$ cat src/rtl/instr_prefetch_buffer.sv
// -----------------------------------------------------------------------------
// instr_prefetch_buffer
//
// Instruction prefetcher sitting between a core fetch port and a single-cycle
// instruction memory. It issues sequential word reads, queues the returned
// instructions in a small FIFO and hands them to the core with a valid/ready
// handshake. A branch strobe flushes the FIFO, redirects the fetch address and
// drops any stale response still on its way back.
//
// Ports
//   clk_i          : clock, all state updates on the rising edge
//   rst_ni         : asynchronous active-low reset
//   fetch_en_i     : high permits new memory requests
//   branch_i       : redirect strobe, branch_addr_i is the new byte address
//   branch_addr_i  : redirect byte address (bits [1:0] ignored)
//   instr_valid_o  : FIFO head available to the core
//   instr_rdata_o  : FIFO head instruction word (0 when empty)
//   instr_addr_o   : FIFO head byte address (0 when empty)
//   instr_ready_i  : core takes the head this cycle
//   mem_req_o      : read request to memory
//   mem_addr_o     : memory word address, fetch_addr[13:2]
//   mem_rdata_i    : memory read data
//   mem_rvalid_i   : read data valid, one cycle after an accepted request
//   busy_o         : request in flight or FIFO non-empty
//   stall_cnt_o    : (IFETCH_STALL_CNT_EN only) saturating count of cycles
//                    with fetch enabled but no instruction offered
//
// Parameters
//   DEPTH     : FIFO entries, power of two, >= 2
//   BOOT_ADDR : byte address of the first fetch after reset
//
// Optional feature macro: IFETCH_STALL_CNT_EN
// -----------------------------------------------------------------------------
module instr_prefetch_buffer #(
  parameter int unsigned DEPTH     = 2,
  parameter logic [31:0] BOOT_ADDR = 32'h0000_0000
) (
  input  logic        clk_i,
  input  logic        rst_ni,
  input  logic        fetch_en_i,
  input  logic        branch_i,
  input  logic [31:0] branch_addr_i,
  output logic        instr_valid_o,
  output logic [31:0] instr_rdata_o,
  output logic [31:0] instr_addr_o,
  input  logic        instr_ready_i,
  output logic        mem_req_o,
  output logic [11:0] mem_addr_o,
  input  logic [31:0] mem_rdata_i,
  input  logic        mem_rvalid_i,
  output logic        busy_o
`ifdef IFETCH_STALL_CNT_EN
  ,
  output logic [31:0] stall_cnt_o
`endif
);

  localparam int unsigned PW = (DEPTH > 2) ? $clog2(DEPTH) : 1;
  localparam int unsigned CW = PW + 1;

  logic [31:0]   fetch_addr_q, fetch_addr_d;
  logic          inflight_q, inflight_d;
  logic [31:0]   inflight_addr_q, inflight_addr_d;
  logic          discard_q, discard_d;
  logic [CW-1:0] count_q, count_d;
  logic [PW-1:0] wr_ptr_q, wr_ptr_d;
  logic [PW-1:0] rd_ptr_q, rd_ptr_d;

  logic [31:0]   data_mem_q [DEPTH];
  logic [31:0]   addr_mem_q [DEPTH];

  logic          not_empty;
  logic          pop;
  logic          push;
  logic [CW:0]   credit_used;

  assign not_empty = (count_q != '0);

  // Head outputs are forced to zero when empty so the uninitialised storage
  // never leaks out (and reset reads back as zero).
  assign instr_valid_o = not_empty & ~branch_i;
  assign instr_rdata_o = not_empty ? data_mem_q[rd_ptr_q] : 32'h0;
  assign instr_addr_o  = not_empty ? addr_mem_q[rd_ptr_q] : 32'h0;
  assign busy_o        = inflight_q | not_empty;
  assign mem_addr_o    = fetch_addr_q[13:2];

  assign pop = instr_valid_o & instr_ready_i;

  // Slots already committed: stored entries plus the response in flight,
  // minus the one leaving this cycle. A new request is only issued when a
  // slot is guaranteed, so the FIFO can never overflow.
  assign credit_used = {1'b0, count_q} + (CW+1)'(inflight_q) - (CW+1)'(pop);

  // rst_ni gates the request so memory sees no read while held in reset.
  assign mem_req_o = rst_ni & fetch_en_i & ~branch_i &
                     (credit_used < (CW+1)'(DEPTH));

  // A response arriving in a branch cycle belongs to the old stream.
  assign push = mem_rvalid_i & inflight_q & ~discard_q & ~branch_i;

  always_comb begin
    fetch_addr_d    = fetch_addr_q;
    inflight_d      = mem_req_o;
    inflight_addr_d = inflight_addr_q;
    discard_d       = discard_q;
    count_d         = count_q;
    wr_ptr_d        = wr_ptr_q;
    rd_ptr_d        = rd_ptr_q;

    if (mem_req_o) begin
      inflight_addr_d = fetch_addr_q;
      fetch_addr_d    = fetch_addr_q + 32'd4;
    end

    if (discard_q && mem_rvalid_i) begin
      discard_d = 1'b0;
    end

    if (branch_i) begin
      fetch_addr_d = {branch_addr_i[31:2], 2'b00};
      count_d      = '0;
      wr_ptr_d     = '0;
      rd_ptr_d     = '0;
      // The stale response is normally dropped right here because it lands
      // in the branch cycle; only arm discard if it has not shown up yet.
      if (inflight_q && !mem_rvalid_i) begin
        discard_d = 1'b1;
      end
    end else begin
      if (push) begin
        wr_ptr_d = wr_ptr_q + PW'(1);
      end
      if (pop) begin
        rd_ptr_d = rd_ptr_q + PW'(1);
      end
      case ({push, pop})
        2'b10:   count_d = count_q + CW'(1);
        2'b01:   count_d = count_q - CW'(1);
        default: count_d = count_q;
      endcase
    end
  end

  always_ff @(posedge clk_i or negedge rst_ni) begin
    if (!rst_ni) begin
      fetch_addr_q    <= BOOT_ADDR;
      inflight_q      <= 1'b0;
      inflight_addr_q <= 32'h0;
      discard_q       <= 1'b0;
      count_q         <= '0;
      wr_ptr_q        <= '0;
      rd_ptr_q        <= '0;
    end else begin
      fetch_addr_q    <= fetch_addr_d;
      inflight_q      <= inflight_d;
      inflight_addr_q <= inflight_addr_d;
      discard_q       <= discard_d;
      count_q         <= count_d;
      wr_ptr_q        <= wr_ptr_d;
      rd_ptr_q        <= rd_ptr_d;
    end
  end

  // Storage carries no reset; validity is tracked by count_q alone.
  always_ff @(posedge clk_i) begin
    if (push) begin
      data_mem_q[wr_ptr_q] <= mem_rdata_i;
      addr_mem_q[wr_ptr_q] <= inflight_addr_q;
    end
  end

`ifdef IFETCH_STALL_CNT_EN
  logic [31:0] stall_cnt_q, stall_cnt_d;

  always_comb begin
    stall_cnt_d = stall_cnt_q;
    if (fetch_en_i && !instr_valid_o && (stall_cnt_q != 32'hFFFF_FFFF)) begin
      stall_cnt_d = stall_cnt_q + 32'd1;
    end
  end

  always_ff @(posedge clk_i or negedge rst_ni) begin
    if (!rst_ni) begin
      stall_cnt_q <= 32'h0;
    end else begin
      stall_cnt_q <= stall_cnt_d;
    end
  end

  assign stall_cnt_o = stall_cnt_q;
`endif

endmodule

$ cat config.mk
export PLATFORM = sky130hd
export DESIGN_NAME = instr_prefetch_buffer
export DESIGN_NICKNAME = d
export VERILOG_FILES = /design/src/rtl/instr_prefetch_buffer.sv
export SDC_FILE = /design/constraint.sdc
export NUM_CORES = 1
export LEC_CHECK = 0
export CORE_UTILIZATION = 56
export CTS_BUF_LIST = sky130_fd_sc_hd__clkbuf_8 sky130_fd_sc_hd__clkbuf_16
export DETAILED_ROUTE_END_ITERATION = 12
export GPL_TIMING_DRIVEN = 0
export PLACE_DENSITY = 0.85
export SLEW_MARGIN = 5
export SYNTH_ARGS = -nofsm -noshare
export SYNTH_HDL_FRONTEND = slang
export SYNTH_SLANG_ARGS = --single-unit
$ cat constraint.sdc
create_clock -name clk_i -period 15.4 [get_ports clk_i]
set_input_delay 1.54 -clock clk_i [delete_from_list [all_inputs] [get_ports clk_i]]
set_output_delay 1.54 -clock clk_i [all_outputs]
set_load 0.02 [all_outputs]
==> impl_summary.log <==
INFO  metric ios = 149
INFO  metric timing.setup.critical_path_class = in -> out
INFO  metric synth_flop_cell = sky130_fd_sc_hd__edfxtp_1
INFO  metric post_synth.cell_area_avg = 12.4 µm²
INFO  metric postSynthRegisterBits = 190
INFO  metric die_y = 123 µm
INFO  metric drt-pass1-iter-count = 6
INFO  metric core.rowCount = 43
INFO  metric synth_commonest_cells = 124 x sky130_fd_sc_hd__edfxtp_1, 105 x sky130_fd_sc_hd__nand2_1, 69 x sky130_fd_sc_hd__nor2_1
INFO  metric period_minus_slack = 7.08 ns
INFO  metric place_hpwl = 13500 µm
INFO  metric ys_async_sr_fraction = 0.347
INFO  metric cp_max_fo = 11
INFO  metric cts_sinks = 190
INFO  metric worst_clock_skew = 0.00987 ns
INFO  metric synth_cells = 657
INFO  metric post_cts_resized = 0
INFO  metric max_slew.worst_pin.slew = 1.17 ns
INFO  metric met2WireLength = 9400 µm
INFO  metric groute.usage.overall = 0.263
INFO  metric antenna-diode-count = 0
INFO  metric fin_setup_tns = 0 ns
INFO  metric netSwitchingFraction = 0.235
INFO  metric drc = 0
INFO  metric drt-met1-wl = 7910 µm
INFO  metric worstSkewPairLatency = 0.43 ns
INFO  metric gp_routability_congestion = 0.946
INFO  metric tritoncts_clock_tree = yes
INFO  metric power.clock.fraction = 0.376
INFO  metric synth_edf_count = 124
INFO  metric nNetsFinal = 905
INFO  metric outcome = finished clean
INFO  metric endpoint_kind = primary output
INFO  metric numPortBuffers = 143
INFO  metric max-vdd-ir-drop = 74.8 µV
INFO  metric setup_viol_count_final = 0
INFO  metric cp_data_required_time = 13.86 ns
INFO  metric mappedNetlistArea = 8140 µm²
INFO  metric clock_input_transition_at_the_sequential_cells_of_the_worst_setup_and_hold_paths = 0.06 ns
INFO  metric seqPwrFrac = 0.533
INFO  metric setup.worst_path.start_class = input port
INFO  metric start_util = 0.580
INFO  metric worstPathArrival = 5.54 ns
INFO  metric cts_hold_buf = 0
INFO  metric power.net_switching = 0.266 mW
INFO  metric cts_setup_buffers = 0
INFO  metric grt_start_max_net_pins = 69
INFO  metric clockRootBuffer = sky130_fd_sc_hd__clkbuf_16
INFO  metric post-synth-top-count-cell = sky130_fd_sc_hd__edfxtp_1
INFO  metric globalRouteOverflowTotal = 0
INFO  metric cts-htree-levels = 4
INFO  metric critPathMaxStageDelay = 0.73 ns
INFO  metric rsz0062_at_grt = false
INFO  metric report.final.slew_viol_count = 0
INFO  metric wire_length_of_the_first_global_routing_pass = 29500 µm
INFO  metric number_of_cells_after_detailed_placement = 993
INFO  metric hold_viol_final = 0
INFO  metric cts_max_path_buffers = 2
INFO  metric top_layer = met4
INFO  metric warnings_synthesis = 0
INFO  metric netlist_top_cells_area = sky130_fd_sc_hd__edfxtp_1 46%, sky130_fd_sc_hd__dfrtp_1 20%, sky130_fd_sc_hd__mux2i_1 7.9%, sky130_fd_sc_hd__nand2_1 4.8%, sky130_fd_sc_hd__nor2_1 3.2%
INFO  metric p_int = 0.865 mW
INFO  metric fp.dieArea = 15000 µm²
INFO  metric drt_iter0_markers = 601
INFO  metric synth_area_leader_cell = sky130_fd_sc_hd__edfxtp_1
INFO  metric synth.top_cell.area_share = 0.457
INFO  metric route.met3.wl = 1390 µm
INFO  metric hold_class = reg -> reg
INFO  metric cts_inserted_buffers = 17
INFO  metric crit_chain = buf_6 > clkbuf_1 > nor2_1 > and2_1 > ha_1 > nand2b_1 > fa_1 > and4b_1 > clkbuf_1 > nand2_1 > inv_2 > buf_1 > clkdlybuf4s50_1
INFO  metric drive_above_1_share = 0.0793
INFO  metric power-per-cell-area = 108 nW/µm²
INFO  metric grt_pass1_vias = 5832
INFO  metric r2r_setup_slack = 11.13 ns
INFO  metric worst_path_max_delay_cell = sky130_fd_sc_hd__clkdlybuf4s50_1
INFO  metric via_count = 5954
INFO  metric crit_path_frequent_cell = sky130_fd_sc_hd__clkbuf_1
INFO  metric timing.max_slew.rel_slack = 0.216
INFO  metric share_comb_of_total_power = 0.091
INFO  metric power.static_leakage = 3.81 nW
INFO  metric number_of_max_cap_violations = 0
INFO  metric antenna_violating_nets_post_route = 0
INFO  metric area_growth = 29.1%
INFO  metric finish.cell_count_without_fillers = 1025
INFO  metric dieWidth = 123 µm
INFO  metric synth.distinct_cells = 52
INFO  metric wl_per_cell = 18.5 µm
INFO  metric antenna_found_initial = 0
INFO  metric fmax = 0.141 GHz
INFO  metric route.detailed.vias_per_inst = 5.81
INFO  metric coreArea = 14000 µm²
INFO  metric synth.yosys.seq_area_share = 0.660
INFO  metric wl = 19000 µm
INFO  metric post-route-period-util = 0.459
==> sequential cells by signal (all words and copies together) (netlist names) <==
signal           count
data_mem_q          64
wr_ptr_q             1
rd_ptr_q             1
inflight_addr_q     30
discard_q            1
addr_mem_q          60
fetch_addr_q        30
inflight_q           1
count_q              2
==> worst max-delay path, delay by kind of cell <==
family	cells	cell delay, ns
fa+ha+maj	2	0.81
buf+inv	6	2.29
simple gates	5	0.89
==> metrics by stage <==
stage                      util  hold WS [ns]  area, µm²  power [mW]  setup slack [ns]
after floorplan               -         0.442       8140       0.658              8.19
after global placement    0.698         0.452       9800       0.706              5.72
after detailed placement  0.708         0.456       9940       0.714              8.40
after CTS                 0.749         0.470      10500        1.13              8.38
after global routing      0.749         0.480      10500        1.17              8.12
final                     0.749         0.473      10500        1.13              8.32
==> cells by family (layout without fill, tap and decap cells) <==
| logic type | count (synthesis) | in the layout | synth area share |
|---|---|---|---|
| adders and majority gates | 3 | 3 | 0.00553 |
| and+or+nand+nor | 261 | 261 | 0.150 |
| buffers and inverters | 60 | 247 | 0.0372 |
| AOI/OAI and AO/OA | 72 | 72 | 0.0616 |
| DFF | 190 | 190 | 0.660 |
| other | 1 | 2 | 0.000461 |
| xor gates and xnor gates | 6 | 6 | 0.00646 |
| muxes | 64 | 64 | 0.0787 |
==> per-layer routing <==
metal,track usage,vias up
li1,-,2738
met1,0.339,2859
met2,0.436,320
met3,0.0548,37
met4,0.101,0
met5,0,-
==> final timing paths <==
path                                          start  depth (start not counted)                  end
worst max register to register           count_q[1]                         14     fetch_addr_q[31]
worst min register to register  inflight_addr_q[31]                          0    addr_mem_q[1][31]
worst max-delay path                       branch_i                         13            mem_req_o
worst min-delay path            inflight_addr_q[31]                          0    addr_mem_q[1][31]
min in group asynchronous                    rst_ni                          2   inflight_addr_q[9]
max in group asynchronous                    rst_ni                          2  inflight_addr_q[22]
==> power groups by stage <==
stage / registers (mW) / logic (mW) / clock network [mW]
finish: 0.602 / 0.103 / 0.425
global placement: 0.609 / 0.0972 / 0
global route: 0.605 / 0.113 / 0.448
floorplan: 0.603 / 0.0546 / 0
detailed placement: 0.612 / 0.102 / 0
CTS: 0.602 / 0.103 / 0.428
==> cell type report <==
cell class | count | area [µm²]
repair buffers | 155 | 1560
clock inverters | 15 | 146
clock buffers | 17 | 425
multi-input cells | 408 | 2480
plain buffers | 47 | 254
inverters | 13 | 48.8
fillers | 937 | 3530
flip-flops and latches | 190 | 5380
well taps | 180 | 225
==> layout by cell type (no fill, tap or decap), types with 10 or more instances in the layout <==
| master | n |
|---|---|
| sky130_fd_sc_hd__o21ai_0 | 20 |
| sky130_fd_sc_hd__clkdlybuf4s50_1 | 142 |
| sky130_fd_sc_hd__nand3_1 | 26 |
| sky130_fd_sc_hd__edfxtp_1 | 124 |
| sky130_fd_sc_hd__clkbuf_1 | 20 |
| sky130_fd_sc_hd__clkbuf_16 | 17 |
| sky130_fd_sc_hd__nand4_1 | 10 |
| sky130_fd_sc_hd__inv_1 | 15 |
| sky130_fd_sc_hd__mux2i_1 | 64 |
| sky130_fd_sc_hd__dfrtp_1 | 66 |
| sky130_fd_sc_hd__nor2_1 | 69 |
| sky130_fd_sc_hd__nand2_1 | 105 |
| sky130_fd_sc_hd__buf_4 | 20 |
No activity file was read; power rests on OpenSTA's default activity.
